==> config.mk <==
export PLATFORM = sky130hd
export DESIGN_NAME = crc_rx_check_flat
export DESIGN_NICKNAME = d
export VERILOG_FILES = /design/src/rtl/crc_chk_pkg.sv /design/src/rtl/crc_rx_check_if.sv /design/src/rtl/crc_exp_fifo.sv /design/src/rtl/crc_rx_check.sv /design/src/flat_wrapper.sv
export SDC_FILE = /design/constraint.sdc
export NUM_CORES = 1
export LEC_CHECK = 0
export BUFFER_PORTS_ARGS = -buffer_cell sky130_fd_sc_hd__clkbuf_2
export CAP_MARGIN = 20
export CORE_AREA = 10 10 214 216
export CTS_BUF_LIST = sky130_fd_sc_hd__clkbuf_8
export CTS_CLUSTER_DIAMETER = 30
export DETAILED_ROUTE_END_ITERATION = 16
export DIE_AREA = 0 0 224 226
export PLACE_DENSITY = 0.72
export SYNTH_ARGS = -nofsm -noshare
export SYNTH_HDL_FRONTEND = slang
export SYNTH_HIERARCHICAL = 1
export SYNTH_SLANG_ARGS = --single-unit
export TNS_END_PERCENT = 50
==> constraint.sdc <==
create_clock -name clk -period 8.9 [get_ports clk]
set_input_delay 0.445 -clock clk [delete_from_list [all_inputs] [get_ports clk]]
set_output_delay 0.445 -clock clk [all_outputs]
set_load 0.05 [all_outputs]
==> src/rtl/crc_chk_pkg.sv <==
// Shared definitions for the CRC receive checker.
//   chk_state_t  : checker state machine encoding
//   DEF_DEPTH    : default expected-CRC queue depth
//   CNT_W        : width of the packet counters and packet index
//   NO_FAIL_IDX  : first_fail_idx value while no mismatch has been seen
package crc_chk_pkg;

    localparam int unsigned DEF_DEPTH = 16;
    localparam int unsigned CNT_W     = 8;
    localparam logic [CNT_W-1:0] NO_FAIL_IDX = '1;

    typedef enum logic [1:0] {
        ST_IDLE,
        ST_RUN,
        ST_DONE,
        ST_FAULT
    } chk_state_t;

endpackage

==> src/rtl/crc_rx_check_if.sv <==
// Stream-side signals feeding the CRC receive checker.
//   exp_crc / exp_vld     : reference CRC from the stream source, one pulse per packet
//   crc_out / crc_out_vld : CRC result from the engine under test, one pulse per packet
//   master : drives the stream (source / engine side)
//   slave  : observes the stream (checker side)
interface crc_rx_check_if #(
    parameter int unsigned CRC_WIDTH = 32
);
    logic [CRC_WIDTH-1:0] exp_crc;
    logic                 exp_vld;
    logic [CRC_WIDTH-1:0] crc_out;
    logic                 crc_out_vld;

    modport master (output exp_crc, exp_vld, crc_out, crc_out_vld);
    modport slave  (input  exp_crc, exp_vld, crc_out, crc_out_vld);
endinterface

==> src/rtl/crc_exp_fifo.sv <==
// Synchronous first-word-fall-through queue of expected CRCs.
//   clk, rst   : clock and synchronous active-high reset (empties the queue)
//   push       : write push_data; ignored when full unless a pop happens too
//   push_data  : value to enqueue
//   pop        : drop the head entry; ignored when empty
//   head       : current head entry (valid whenever empty=0)
//   full/empty : occupancy flags
//   count      : registered number of stored entries, 0..DEPTH
module crc_exp_fifo #(
    parameter int unsigned WIDTH = 32,
    parameter int unsigned DEPTH = 16,
    localparam int unsigned AW   = $clog2(DEPTH)
) (
    input  logic             clk,
    input  logic             rst,
    input  logic             push,
    input  logic [WIDTH-1:0] push_data,
    input  logic             pop,
    output logic [WIDTH-1:0] head,
    output logic             full,
    output logic             empty,
    output logic [AW:0]      count
);

    logic [WIDTH-1:0] mem [DEPTH];
    logic [AW-1:0]    wr_ptr;
    logic [AW-1:0]    rd_ptr;
    logic             do_push;
    logic             do_pop;

    assign empty   = (count == '0);
    assign full    = (count == (AW+1)'(DEPTH));
    assign do_pop  = pop && !empty;
    // A pop in the same cycle frees the slot, so a full queue still accepts.
    assign do_push = push && (!full || do_pop);
    assign head    = mem[rd_ptr];

    always_ff @(posedge clk) begin
        if (rst) begin
            wr_ptr <= '0;
            rd_ptr <= '0;
            count  <= '0;
        end else begin
            if (do_push) wr_ptr <= wr_ptr + 1'b1;
            if (do_pop)  rd_ptr <= rd_ptr + 1'b1;
            case ({do_push, do_pop})
                2'b10:   count <= count + 1'b1;
                2'b01:   count <= count - 1'b1;
                default: ;
            endcase
        end
    end

    always_ff @(posedge clk) begin
        if (do_push) mem[wr_ptr] <= push_data;
    end

endmodule

==> src/rtl/crc_rx_check.sv <==
// Receive-side CRC checker: queues reference CRCs and compares each engine
// result against the oldest queued reference, counting passes and failures.
//   clk, rst       : clock and synchronous active-high reset
//   stream         : exp_crc/exp_vld and crc_out/crc_out_vld (slave modport)
//   pass_cnt       : packets whose CRCs matched (wraps)
//   fail_cnt       : packets whose CRCs mismatched (saturates at 8'hFF)
//   first_fail_idx : 0-based packet index of the first mismatch, 8'hFF if none
//   done           : PKT_LIMIT packets compared (never set when PKT_LIMIT=0)
//   fault          : queue overflow or orphan result seen
//   pending        : expected CRCs queued but not yet compared
module crc_rx_check
    import crc_chk_pkg::*;
#(
    parameter int unsigned      CRC_WIDTH = 32,
    parameter int unsigned      DEPTH     = DEF_DEPTH,
    parameter logic [CNT_W-1:0] PKT_LIMIT = 8'd100
) (
    input  logic                     clk,
    input  logic                     rst,
    crc_rx_check_if.slave            stream,
    output logic [CNT_W-1:0]         pass_cnt,
    output logic [CNT_W-1:0]         fail_cnt,
    output logic [CNT_W-1:0]         first_fail_idx,
    output logic                     done,
    output logic                     fault,
    output logic [$clog2(DEPTH):0]   pending
);

    chk_state_t           state;
    logic [CNT_W-1:0]     cmp_cnt;
    logic                 limit_hit;
    logic                 active;
    logic                 push_req;
    logic                 pop_req;
    logic                 bypass;
    logic                 overflow;
    logic                 orphan;
    logic                 cmp_en;
    logic                 cmp_match;
    logic [CRC_WIDTH-1:0] cmp_ref;
    logic [CRC_WIDTH-1:0] fifo_head;
    logic                 fifo_full;
    logic                 fifo_empty;

    // Once the limit is reached the stream is ignored, so the transition cycle
    // into DONE cannot compare one packet too many.
    assign limit_hit = (PKT_LIMIT != '0) && (cmp_cnt == PKT_LIMIT);
    assign active    = ((state == ST_IDLE) || (state == ST_RUN)) && !limit_hit;
    assign push_req  = active && stream.exp_vld;
    assign pop_req   = active && stream.crc_out_vld;
    assign bypass    = push_req && pop_req && fifo_empty;
    assign overflow  = push_req && !pop_req && fifo_full;
    assign orphan    = pop_req && !push_req && fifo_empty;
    assign cmp_en    = pop_req && !orphan;
    assign cmp_ref   = bypass ? stream.exp_crc : fifo_head;
    assign cmp_match = (cmp_ref == stream.crc_out);

    crc_exp_fifo #(
        .WIDTH (CRC_WIDTH),
        .DEPTH (DEPTH)
    ) u_fifo (
        .clk       (clk),
        .rst       (rst),
        .push      (push_req && !bypass && !overflow),
        .push_data (stream.exp_crc),
        .pop       (pop_req && !bypass),
        .head      (fifo_head),
        .full      (fifo_full),
        .empty     (fifo_empty),
        .count     (pending)
    );

    always_ff @(posedge clk) begin
        if (rst) begin
            state          <= ST_IDLE;
            cmp_cnt        <= '0;
            pass_cnt       <= '0;
            fail_cnt       <= '0;
            first_fail_idx <= NO_FAIL_IDX;
            done           <= 1'b0;
            fault          <= 1'b0;
        end else begin
            case (state)
                ST_IDLE, ST_RUN: begin
                    if (limit_hit) begin
                        state <= ST_DONE;
                        done  <= 1'b1;
                    end else if (overflow || orphan) begin
                        state <= ST_FAULT;
                        fault <= 1'b1;
                    end else begin
                        if (push_req || pop_req) state <= ST_RUN;
                        if (cmp_en) begin
                            cmp_cnt <= cmp_cnt + 1'b1;
                            if (cmp_match) begin
                                pass_cnt <= pass_cnt + 1'b1;
                            end else begin
                                if (fail_cnt != '1) fail_cnt <= fail_cnt + 1'b1;
                                // fail_cnt saturates and never returns to zero,
                                // so it marks the first failure unambiguously.
                                if (fail_cnt == '0) first_fail_idx <= cmp_cnt;
                            end
                        end
                    end
                end
                default: ;
            endcase
        end
    end

endmodule

==> src/flat_wrapper.sv <==
// flat-port wrapper written by rule: the top's interface ports become plain ports
module crc_rx_check_flat import crc_chk_pkg::*;
#(
    parameter int unsigned      CRC_WIDTH = 32,
    parameter int unsigned      DEPTH     = DEF_DEPTH,
    parameter logic [CNT_W-1:0] PKT_LIMIT = 8'd100
)
  (clk, rst, pass_cnt, fail_cnt, first_fail_idx, done, fault, pending, stream_exp_crc, stream_exp_vld, stream_crc_out, stream_crc_out_vld);
  crc_rx_check_if #(.CRC_WIDTH(CRC_WIDTH)) stream_i ();
  input  logic clk;
  input  logic rst;
  output logic [CNT_W-1:0] pass_cnt;
  output logic [CNT_W-1:0] fail_cnt;
  output logic [CNT_W-1:0] first_fail_idx;
  output logic done;
  output logic fault;
  output logic [$clog2(DEPTH):0] pending;
  input wire logic [$bits(stream_i.exp_crc)-1:0] stream_exp_crc;
  input wire logic [$bits(stream_i.exp_vld)-1:0] stream_exp_vld;
  input wire logic [$bits(stream_i.crc_out)-1:0] stream_crc_out;
  input wire logic [$bits(stream_i.crc_out_vld)-1:0] stream_crc_out_vld;
  assign stream_i.exp_crc = stream_exp_crc;
  assign stream_i.exp_vld = stream_exp_vld;
  assign stream_i.crc_out = stream_crc_out;
  assign stream_i.crc_out_vld = stream_crc_out_vld;
  crc_rx_check #(.CRC_WIDTH(CRC_WIDTH), .DEPTH(DEPTH), .PKT_LIMIT(PKT_LIMIT)) u_core (.clk(clk), .rst(rst), .stream(stream_i), .pass_cnt(pass_cnt), .fail_cnt(fail_cnt), .first_fail_idx(first_fail_idx), .done(done), .fault(fault), .pending(pending));
endmodule
==> results of run 1 <==
-- registers in the layout, indices dropped and copies added, names as in the netlist, named ones only --
signal,count
u_core/done,1
u_core/u_fifo/rd_ptr,4
u_core/state,1
u_core/pass_cnt,8
u_core/u_fifo/count,5
u_core/first_fail_idx,8
u_core/u_fifo/wr_ptr,4
u_core/fail_cnt,8
u_core/u_fifo/mem,512
u_core/cmp_cnt,8
u_core/fault,1
-- worst max path at each step --
stage                                        start                                 to  slack (ns)  depth (start not counted)
2_1_floorplan  u_core/u_fifo/count[0]$_SDFFE_PP0P_  u_core/u_fifo/mem[0][0]$_DFFE_PP_        3.16                          9
3_3_place_gp                              register    u_core/fail_cnt[2]$_SDFFE_PP0P_        3.87                         12
3_5_place_dp                              register    u_core/fail_cnt[2]$_SDFFE_PP0P_        3.83                         12
4_1_cts                                   register    u_core/fail_cnt[2]$_SDFFE_PP0P_        3.76                         12
5_1_grt                                   register    u_core/fail_cnt[0]$_SDFFE_PP0P_        3.41                         12
6_report                                  register    u_core/fail_cnt[2]$_SDFFE_PP0P_        3.84                         12
-- stage by stage --
| step | setup WS, ns | instance area [um2] | power, mW |
|---|---|---|---|
| after CTS | 3.765 | 26290 | 7.465 |
| after floorplan | 3.159 | 22620 | 4.284 |
| after detailed placement | 3.831 | 23850 | 4.662 |
| final | 3.838 | 26310 | 7.406 |
| after global placement | 3.875 | 23850 | 4.635 |
| after global routing | 3.415 | 26310 | 7.729 |
-- layer usage --
layer / global-route usage / vias up / part of all wire
li1: - / 5292 / -
met1: 0.2782 / 6306 / 0.40
met2: 0.3313 / 589 / 0.48
met3: 0.05331 / 109 / 0.094
met4: 0.07832 / 6 / 0.028
met5: 0 / - / 0.00088
-- cells by family after synthesis --
kind of cell / after synthesis / share of synthesized area
flops: 564 / 0.7257
simple gates: 213 / 0.04934
mux: 149 / 0.1369
compound gates: 123 / 0.04182
buf+inv: 88 / 0.01571
xor+xnor: 58 / 0.02246
fa+ha+maj: 14 / 0.008075
-- placed cells by master (no fill, tap or decap), drive strengths merged, types with 3 or more instances in the layout --
master,count
nand2,44
mux2i,17
edfxtp,512
nor3,11
and3,9
a21oi,11
mux4,128
o21a,4
xor2,29
nand2b,9
a2111oi,3
a22oi,65
nor2b,13
o21ai,11
o2111ai,4
o31ai,4
o22ai,4
or3,5
nor3b,3
nand4,14
nor4,10
and2,8
dfxtp,52
inv,51
bufinv,17
mux2,4
o41ai,3
nand3,16
clkinv,42
clkinvlp,9
xnor2,29
nor2,56
ha,13
buf,25
or4,7
clkbuf,213
-- worst reg2reg max path, stage by stage, from the launching register on --
cell      delay (ns)
dfxtp_4         0.91
buf_12          0.53
mux4_2          0.65
a22oi_1         0.20
nand2_1         0.11
xnor2_1         0.25
nand4_1         0.22
nor3_1          0.26
nand3_1         0.21
a211oi_1        0.58
and2_1          0.51
nand4b_1        0.19
mux2_1          0.32
-- power by group --
group          internal [mW]  total, mW  leakage [nW]  switching (mW)
clock                   1.70       2.81          1.29            1.11
combinational          0.643       1.45          2.49           0.806
sequential              3.03       3.15          5.04           0.116
-- final cells by class --
| cell class | count | area, um2 |
|---|---|---|
| Sequential cell | 564 | 16420 |
| Fill cell | 2919 | 15260 |
| Multi-Input combinational cell | 557 | 5939 |
| Clock buffer | 114 | 1569 |
| Clock inverter | 87 | 872.1 |
| Timing Repair Buffer | 124 | 710.7 |
| Tap cell | 539 | 674.4 |
| Inverter | 32 | 120.1 |
| Antenna cell | 2 | 5.005 |
==> impl_results.md, run 1 <==
* Status: finished, final reports clean
* Pleak at 8.821 nW
* Min Hold Slack at 0.1911 ns
* # Max-Cap Violations at 0
* Ordered list of cells on the worst path: buf_12, mux4_2, a22oi_1, nand2_1, xnor2_1, nand4_1, nor3_1, nand3_1, a211oi_1, and2_1, nand4b_1, mux2_1
* Top_reg_cell synth: edfxtp_1
* Fraction of layout cells with a size suffix above 1 at 0.3106
* Ys Warns at 6
* Gp weighted congestion at 0.8469
* Post-synth top cells: edfxtp_1, mux4_2, a22oi_1, nor2_1, dfxtp_1
* Non-Filler Instances at 2019
* WL per Instance at 25.90 um
* Cts repair resizes at 0
* Final Max Slew Viols at 0
* Fin util at 0.6330
* Cts-stage hold buffer count at 0
* Async SR Flop Fraction at 0
* Endpoints failing setup at 0
* Ports at roughly 100
* Initial antenna violation count at 5
* Post-Syn Area per Cell at 18.71 um2
* I/O Buffers at 98
* Total grt overflow at 0
* Fmax at about 200 MHz
* Post-CTS Setup Bufs at 0
* Final Cycle Share at 0.5688
* Flops & latches, synth at about 560
* Clk slew on worst S/H paths at approximately 0.060 ns
* Fin crit period at between 5 and 6 ns
* Vias in the first global route at around 13000
* Die W at 224 um
* Clock sink count at between 500 and 600
* Largest net degree at the start of global routing at approximately 110
* Startpoint class of the critical path: register
* Count leader, synth: edfxtp_1
* CTS max path bufs at 3
* CP Max Fanout at 68
* Starting Density at 0.5442
* Hold_sp: stream_exp_crc[8]
* Critical path type: reg2reg
* Max-slew headroom at 0.3796
* FF-to-FF End: u_core/fail_cnt[2]$_SDFFE_PP0P_
* Vias per std cell at 6.093
* Critical Path End Type: register
* Area grow syn2layout at 16.32%
* CP max stage delay at 0.91 ns
* Detail Placement HPWL at 29270 um
* Top-area cell type share of the netlist area at 0.6796
* Register area share after synthesis at 0.7257
* Setup Skew at 0.01710 ns
* Core area at 41570 um2
* Cell area power density at approximately 280 nW/um2
* # placed instances at 1814
* Largest delay share family, worst path: simple AND/OR/NAND/NOR gates
* # rows at 75
* Vias after detailed routing at between 10000 and 15000
* Peak supply drop at 150.4 uV
* Final Hold Viols at 0
* Global-route wire length before repair at approximately 79000 um
* CTS tree: yes
* CP max-delay cell: dfxtp_4
* DRC viols at 0
* EDFF count, synth at 512
* Drt pass-1 iters at 7
* Die Area at 50620 um2
* CTS HTree Levels at 3
* Main area contributors after synthesis: edfxtp_1, mux4_2, dfxtp_1, a22oi_1, xnor2_1
* Worst Hold Path EP: u_core/u_fifo/mem[7][8]$_DFFE_PP_
* Clock root buffer: clkbuf_8
* Mapped Area at 22620 um2
* Post-DRT Antenna Nets at 0
* Yosys top cell by area: edfxtp_1
* Crit path DAT at 5.61 ns
* RSZ-0062 raised after global routing: no
* Post-Synthesis Cells at 1209
* Die height at 226 um
* TritonCTS buffer count at between 100 and 150
* Worst Hold Depth at 1
* R2R cell count at 12
* Total GRT Usage at 0.2099
* CP required at around 9.5 ns
* Worst-Skew Late Latency at 0.68 ns
* Hold WC Path Type: in2reg
* Worst reg2reg setup slack at roughly 3.8 ns
* # nets final at 1468
* Initial DRC Count at 1281
* Routed WL at 52290 um
* Syn nets at 1291
* Least-Margin Pin Slew at 0.9297 ns
* Setup Total Neg Slack at 0 ns
* Critical path buffers and inverters at 1
* Library cells used by synthesis at 63
Note: power is estimated with default switching activity, not from simulation.
==> run 2, diff against run 1 <==
Settings changed: ABC_AREA set to 1, CORE_AREA 10 10 214 216 to 10 10 225 227, DIE_AREA 0 0 224 226 to 0 0 235 237.
Clock period 8.9 ns to 5.25 ns, I/O delays scaled along.
==> run 2 against run 1 <==
Net effect:
- final cell count up 53%
- core utilization fell by 1.7 points
- clock skew increased by 0.0083 ns
- register-to-register slack lost 2.7 ns
- setup slack got worse by 2.7 ns
- cell area up 8.0%
- clock power increased by 68%
- global-route usage grew 1.1 points
- largest cell class unchanged
- combinational power rose to 2.6 times the previous value
- via count is 42% higher
- die area up 10%
==> impl_results.md, run 2 <==
* I/O Buffers at 98
* Global-route wire length before repair at around 97000 um
* Ordered list of cells on the worst path: inv_1, ha_1, nand2_1, inv_2, nand2_4, nand2_4, nor2_8, inv_1, a211oi_1, inv_1, nor2_1, nand2_1, nor2_4, buf_4
* Core area at 46160 um2
* Async SR Flop Fraction at 0
* Clock root buffer: clkbuf_8
* Routed WL at 63030 um
* Most common cell after layout, fill and taps aside: edfxtp_1
* Fraction of layout cells with a size suffix above 1 at 0.1425
* Top-area cell type share of the netlist area at 0.6146
* Largest net degree at the start of global routing at 80
* Post-Syn Area per Cell at 11.01 um2
* Main area contributors after synthesis: edfxtp_1, nand2_1, inv_1, nand3_1, dfxtp_1
* Worst slack, placed at between 1 and 1.5 ns
* Fmax at 241.3 MHz
* Final Max Slew Viols at 0
* Largest register FFs at 512
* Vias in the first global route at 17220
* CP max stage delay at 0.83 ns
* Top_reg_cell synth: edfxtp_1
* CTS max path bufs at 3
* # nets final at 2477
* TritonCTS buffer count at between 100 and 150
* Area grow syn2layout at 13.65%
* CP required at 5.64 ns
* # rows at 79
* Least-Margin Pin Slew at 1.071 ns
* Die W at roughly 240 um
* Post-CTS Setup Bufs at 0
* Final WS setup at 1.106 ns
* Detail Placement HPWL at ~38000 um
* Flops & latches, synth at 564
* Yosys top cell by area: edfxtp_1
* Vias after detailed routing at 17450
* Non-Filler Instances at 3093
* Setup Total Neg Slack at 0 ns
* Initial DRC Count at 1664
* Pleak at approximately 11 nW
* EDFF count, synth at 512
* Initial antenna violation count at 2
* Cell area power density at 491.5 nW/um2
* Critical Path End Type: register
* Commonest cells after routing, fill and taps aside: edfxtp_1, inv_1, nand2_1
* Post-DRT Antenna Nets at 0
* Max-slew headroom at 0.2858
* Total grt overflow at 0
* CP max-delay cell: nor2_4
* Post-Synthesis Cells at between 2000 and 2500
* Count leader, synth: edfxtp_1
* Worst-Skew Late Latency at around 0.70 ns
* Post-synth top cells: edfxtp_1, nand2_1, inv_1, nand3_1, a21oi_1
* Library cells used by synthesis at 42
* Startpoint class of the critical path: register
* Largest Register: u_core/u_fifo/mem
* Vias per std cell at between 5 and 6
* Clk slew on worst S/H paths at 0.06 ns
* Total GRT Usage at 0.2210
* RSZ-0062 raised after global routing: no
* Die height at 237 um
* Starting Density at 0.5419
* Critical path type: reg2reg
* Crit path DAT at about 4.5 ns
* DRC viols at 0
* Ports at 99
* # placed instances at slightly below 3000
* CTS HTree Levels at 3
* Ys Warns at 6
* Register area share after synthesis at 0.6562
* Final Hold Viols at 0
* Critical path buffers and inverters at 5
* CP Max Fanout at 33
* Largest delay share family, worst path: simple AND/OR/NAND/NOR gates
* Drt pass-1 iters at 5
* Peak supply drop at 250.4 uV
* Status: finished, final reports clean
* Most used cell, CP: inv_1
* Clock sink count at 564
* Hold WC Path Type: in2reg
* CTS tree: yes
* Final Cycle Share at 0.7894
* Mapped Area at 25020 um2
* WL per Instance at around 20 um
* Endpoints failing setup at 0
* Setup Skew at about 0.025 ns
* Die Area at 55700 um2
* Fin crit period at 4.144 ns
* # Max-Cap Violations at 0
* Syn nets at 2355
* Gp weighted congestion at approximately 0.83
[run 2: repair_timing]
action                     in CTS  in global routing
setup endpoints to repair       0                  0
gates resized for setup         0                  0
hold buffers                    2                  0
hold endpoints to repair       30                  0
[run 2: report_power, final]
group          switching, mW  internal (mW)  total (mW)
clock                   1.91           2.80        4.71
combinational           2.57           1.27        3.84
sequential             0.272           5.16        5.43
[run 2: stage by stage]
stage	utilization	power (mW)	hold slack, ns	instance area [um2]
finish	0.6159	13.97	0.03226	28430
global route	0.6158	14.72	0.03223	28430
CTS	0.6146	13.97	0.0007058	28370
detailed placement	0.5624	9.241	0.4495	25960
global placement	0.5587	9.111	0.4443	25790
floorplan	-	8.432	0.3316	25020
[run 2: final cells by class]
type	instances	area, um2
antenna	2	5.005
clock buffer	112	1541
clock inverter	87	850.8
fill	3511	17730
inverter	357	1345
multi-input combinational	1226	6472
sequential	564	16430
tap	607	759.5
timing repair buffer	138	1031
[run 2: worst paths after layout]
path         cells after the start                                   from  slack (ns)                               endpoint
min reg2reg                      2  u_core/first_fail_idx[5]$_SDFFE_PP1P_        0.46  u_core/first_fail_idx[5]$_SDFFE_PP1P_
min                              1                      stream_exp_crc[0]        0.03      u_core/u_fifo/mem[4][0]$_DFFE_PP_
max                             14         u_core/cmp_cnt[0]$_SDFFE_PP0P_        1.11    u_core/u_fifo/mem[12][15]$_DFFE_PP_
max reg2reg                     14         u_core/cmp_cnt[0]$_SDFFE_PP0P_        1.11    u_core/u_fifo/mem[12][15]$_DFFE_PP_
[run 2: worst register-to-register path, delay by kind of cell (launching register included)]
family | cells | cell delay (ns)
AND/OR/NAND/NOR | 7 | 2.21
flip-flops | 1 | 0.41
buffers and inverters | 5 | 0.71
AO/OA/AOI/OAI | 1 | 0.30
adder cells (fa/ha/maj) | 1 | 0.21
[run 2: kinds of logic (layout without fill, tap and decap cells)]
logic type      Yosys count  count (layout)  synth area share
flops                   564             564            0.6562
simple gates            757             757            0.1397
buf+inv                 483             694           0.08983
fa+ha+maj                14              14          0.007303
other cells               0               2                 0
xor+xnor                 15              15          0.005252
compound gates          440             440            0.1016
[run 2: routing by layer]
metal,part of all wire,track usage
met4,0.041,0.1095
met1,0.40,0.2761
met5,0.00032,0
met2,0.48,0.3611
met3,0.081,0.04515
==> run 3, diff against run 2 <==
Settings changed: PLACE_DENSITY 0.72 to 0.74.
Clock period 5.25 ns to 3.6 ns, I/O delays scaled along.
==> run 3 against run 2 <==
Net effect:
- sequential power increased by 43%
- power increased by 42%
- largest cell class unchanged
- maximum frequency increased by 24%
- largest power group unchanged
==> impl_results.md, run 3 (synthesized netlist as in run 2, its figures left out) <==
* Status: finished, final reports clean
* Total GRT Usage at 0.2205
* Commonest cells after routing, fill and taps aside: edfxtp_1, nand2_1, inv_1
* Setup Skew at around 0.025 ns
* CP max-delay cell: nor2_4
* Fmax at 299.9 MHz
* CP max stage delay at around 0.40 ns
* WL per Instance at 19.93 um
* Final Max Slew Viols at 0
* Fillers at 3511
* Largest register FFs at 512
* Worst reg2reg setup slack at 0.27 ns
* Starting Density at 0.5419
* Fin util at 0.6214
* Clk slew on worst S/H paths at 0.06 ns
* Global-route wire length before repair at 97240 um
* Crit path DAT at 3.70 ns
* Most common cell after layout, fill and taps aside: edfxtp_1
* Detail Placement HPWL at 37400 um
* Largest net degree at the start of global routing at 86
* CTS max path bufs at 3
* Max-slew headroom at 0.4470
* Least-Margin Pin Slew at 0.8226 ns
* Final Hold Viols at 0
* Clock root buffer: clkbuf_8
* RSZ-0062 raised after global routing: no
* Initial antenna violation count at 0
* CTS HTree Levels at 3
* Min Hold Slack at between 0.06 and 0.07 ns
* Ports at 99
* Critical path buffers and inverters at 5
* Post-CTS Setup Bufs at 0
* Fin crit period at 3.334 ns
* Pleak at 11.09 nW
* DRC viols at 0
* CP required at 3.97 ns
* Cell area power density at roughly 690 nW/um2
* Most used cell, CP: inv_1
* Fraction of layout cells with a size suffix above 1 at 0.1489
* Startpoint class of the critical path: register
* I/O Buffers at 98
* Cts repair resizes at 0
* Gp weighted congestion at 0.8358
* CTS tree: yes
* Area grow syn2layout at 14.68%
* Critical path type: reg2reg
* Peak supply drop at 508.6 uV
* Clock sink count at about 560
* Ordered list of cells on the worst path: inv_1, ha_1, nand2_1, inv_2, nand2_4, nand2_4, nor2_8, inv_1, a211oi_1, inv_1, nor2_1, nand2_1, nor2_4, buf_12
* Setup Total Neg Slack at 0 ns
* Antenna Cells at 0
* Die Area at 55700 um2
* Endpoints failing setup at 0
* # Max-Cap Violations at 0
* Die W at 235 um
* Core area at approximately 46000 um2
* Initial DRC Count at 1868
* TritonCTS buffer count at 109
* CP Max Fanout at 25
* Routed WL at 62700 um
* # rows at a little under 80
* Vias after detailed routing at 17620
* Post-DRT Antenna Nets at 0
* Total grt overflow at 0
* Critical Path End Type: register
* Vias in the first global route at between 15000 and 20000
* Die height at about 240 um
* # nets final at 2534
* Worst-Skew Late Latency at 0.70 ns
* Largest delay share family, worst path: simple AND/OR/NAND/NOR gates
* Drt pass-1 iters at 6
* Hold WC Path Type: in2reg
* Largest Register: u_core/u_fifo/mem
* Vias per std cell at 5.600
* Final Cycle Share at 0.9261
[run 3: changes by cell type in the layout (fill, tap and decap cells not counted), sizes merged]
cell         previous run  this run
dlygate4sd3             2        33
buf                    38        63
clkinv                 41        54
bufinv                 16         6
diode                   2         0
inv                   375       373
clkbuf                210       209
clkinvlp               12        11
[run 3: final cells by class]
type,instances,area (um2),share of cell area
clock inverters,87,611.8,0.02133
repair buffers,194,1544,0.05382
multi-input cells,1226,6472,0.2256
inverters,357,1345,0.04689
clock buffers,111,1528,0.05326
well taps,607,759.5,0.02648
flip-flops and latches,564,16430,0.5726
[run 3: worst paths after layout]
check                                        start                                    end  depth (start not counted)
max                 u_core/cmp_cnt[0]$_SDFFE_PP0P_    u_core/u_fifo/mem[15][30]$_DFFE_PP_                         14
min                             stream_crc_out_vld         u_core/cmp_cnt[1]$_SDFFE_PP0P_                          7
max reg2reg         u_core/cmp_cnt[0]$_SDFFE_PP0P_    u_core/u_fifo/mem[15][30]$_DFFE_PP_                         14
min reg2reg  u_core/first_fail_idx[7]$_SDFFE_PP1P_  u_core/first_fail_idx[7]$_SDFFE_PP1P_                          2
[run 3: timing repair]
action	CTS	global route
hold endpoints to repair	515	0
hold buffers	33	0
endpoints found under the setup margin	0	0
[run 3: report_power, final]
group	internal, mW	switching [mW]
sequential	7.52	0.221
combinational	1.95	3.98
clock	3.35	2.78
[run 3: stage by stage]
stage / setup slack, ns / total power [mW] / instance area (um2) / cells
floorplan: -0.4336 / 12.30 / 25020 / 2273
detailed placement: 0.3560 / 13.67 / 26220 / 2915
global placement: 0.3940 / 13.48 / 26220 / 2915
global route: 0.08258 / 20.88 / 28690 / 3146
finish: 0.2660 / 19.80 / 28690 / 3146
CTS: 0.3303 / 19.83 / 28690 / 3146
[run 3: worst min-delay path: cells and delay by family]
kind	cells	cell delay, ns
AO/OA/AOI/OAI	1	0.07
AND/OR/NAND/NOR	2	0.10
buffers and inverters	4	0.33
[run 3: layer usage]
metal | wire [um] | vias to the layer above | track usage
li1 | - | 8254 | -
met3 | 5609 | 116 | 0.04434
met4 | 1655 | 0 | 0.09013
met1 | 24910 | 8441 | 0.2802
met2 | 30520 | 808 | 0.3640
met5 | 0 | - | 0
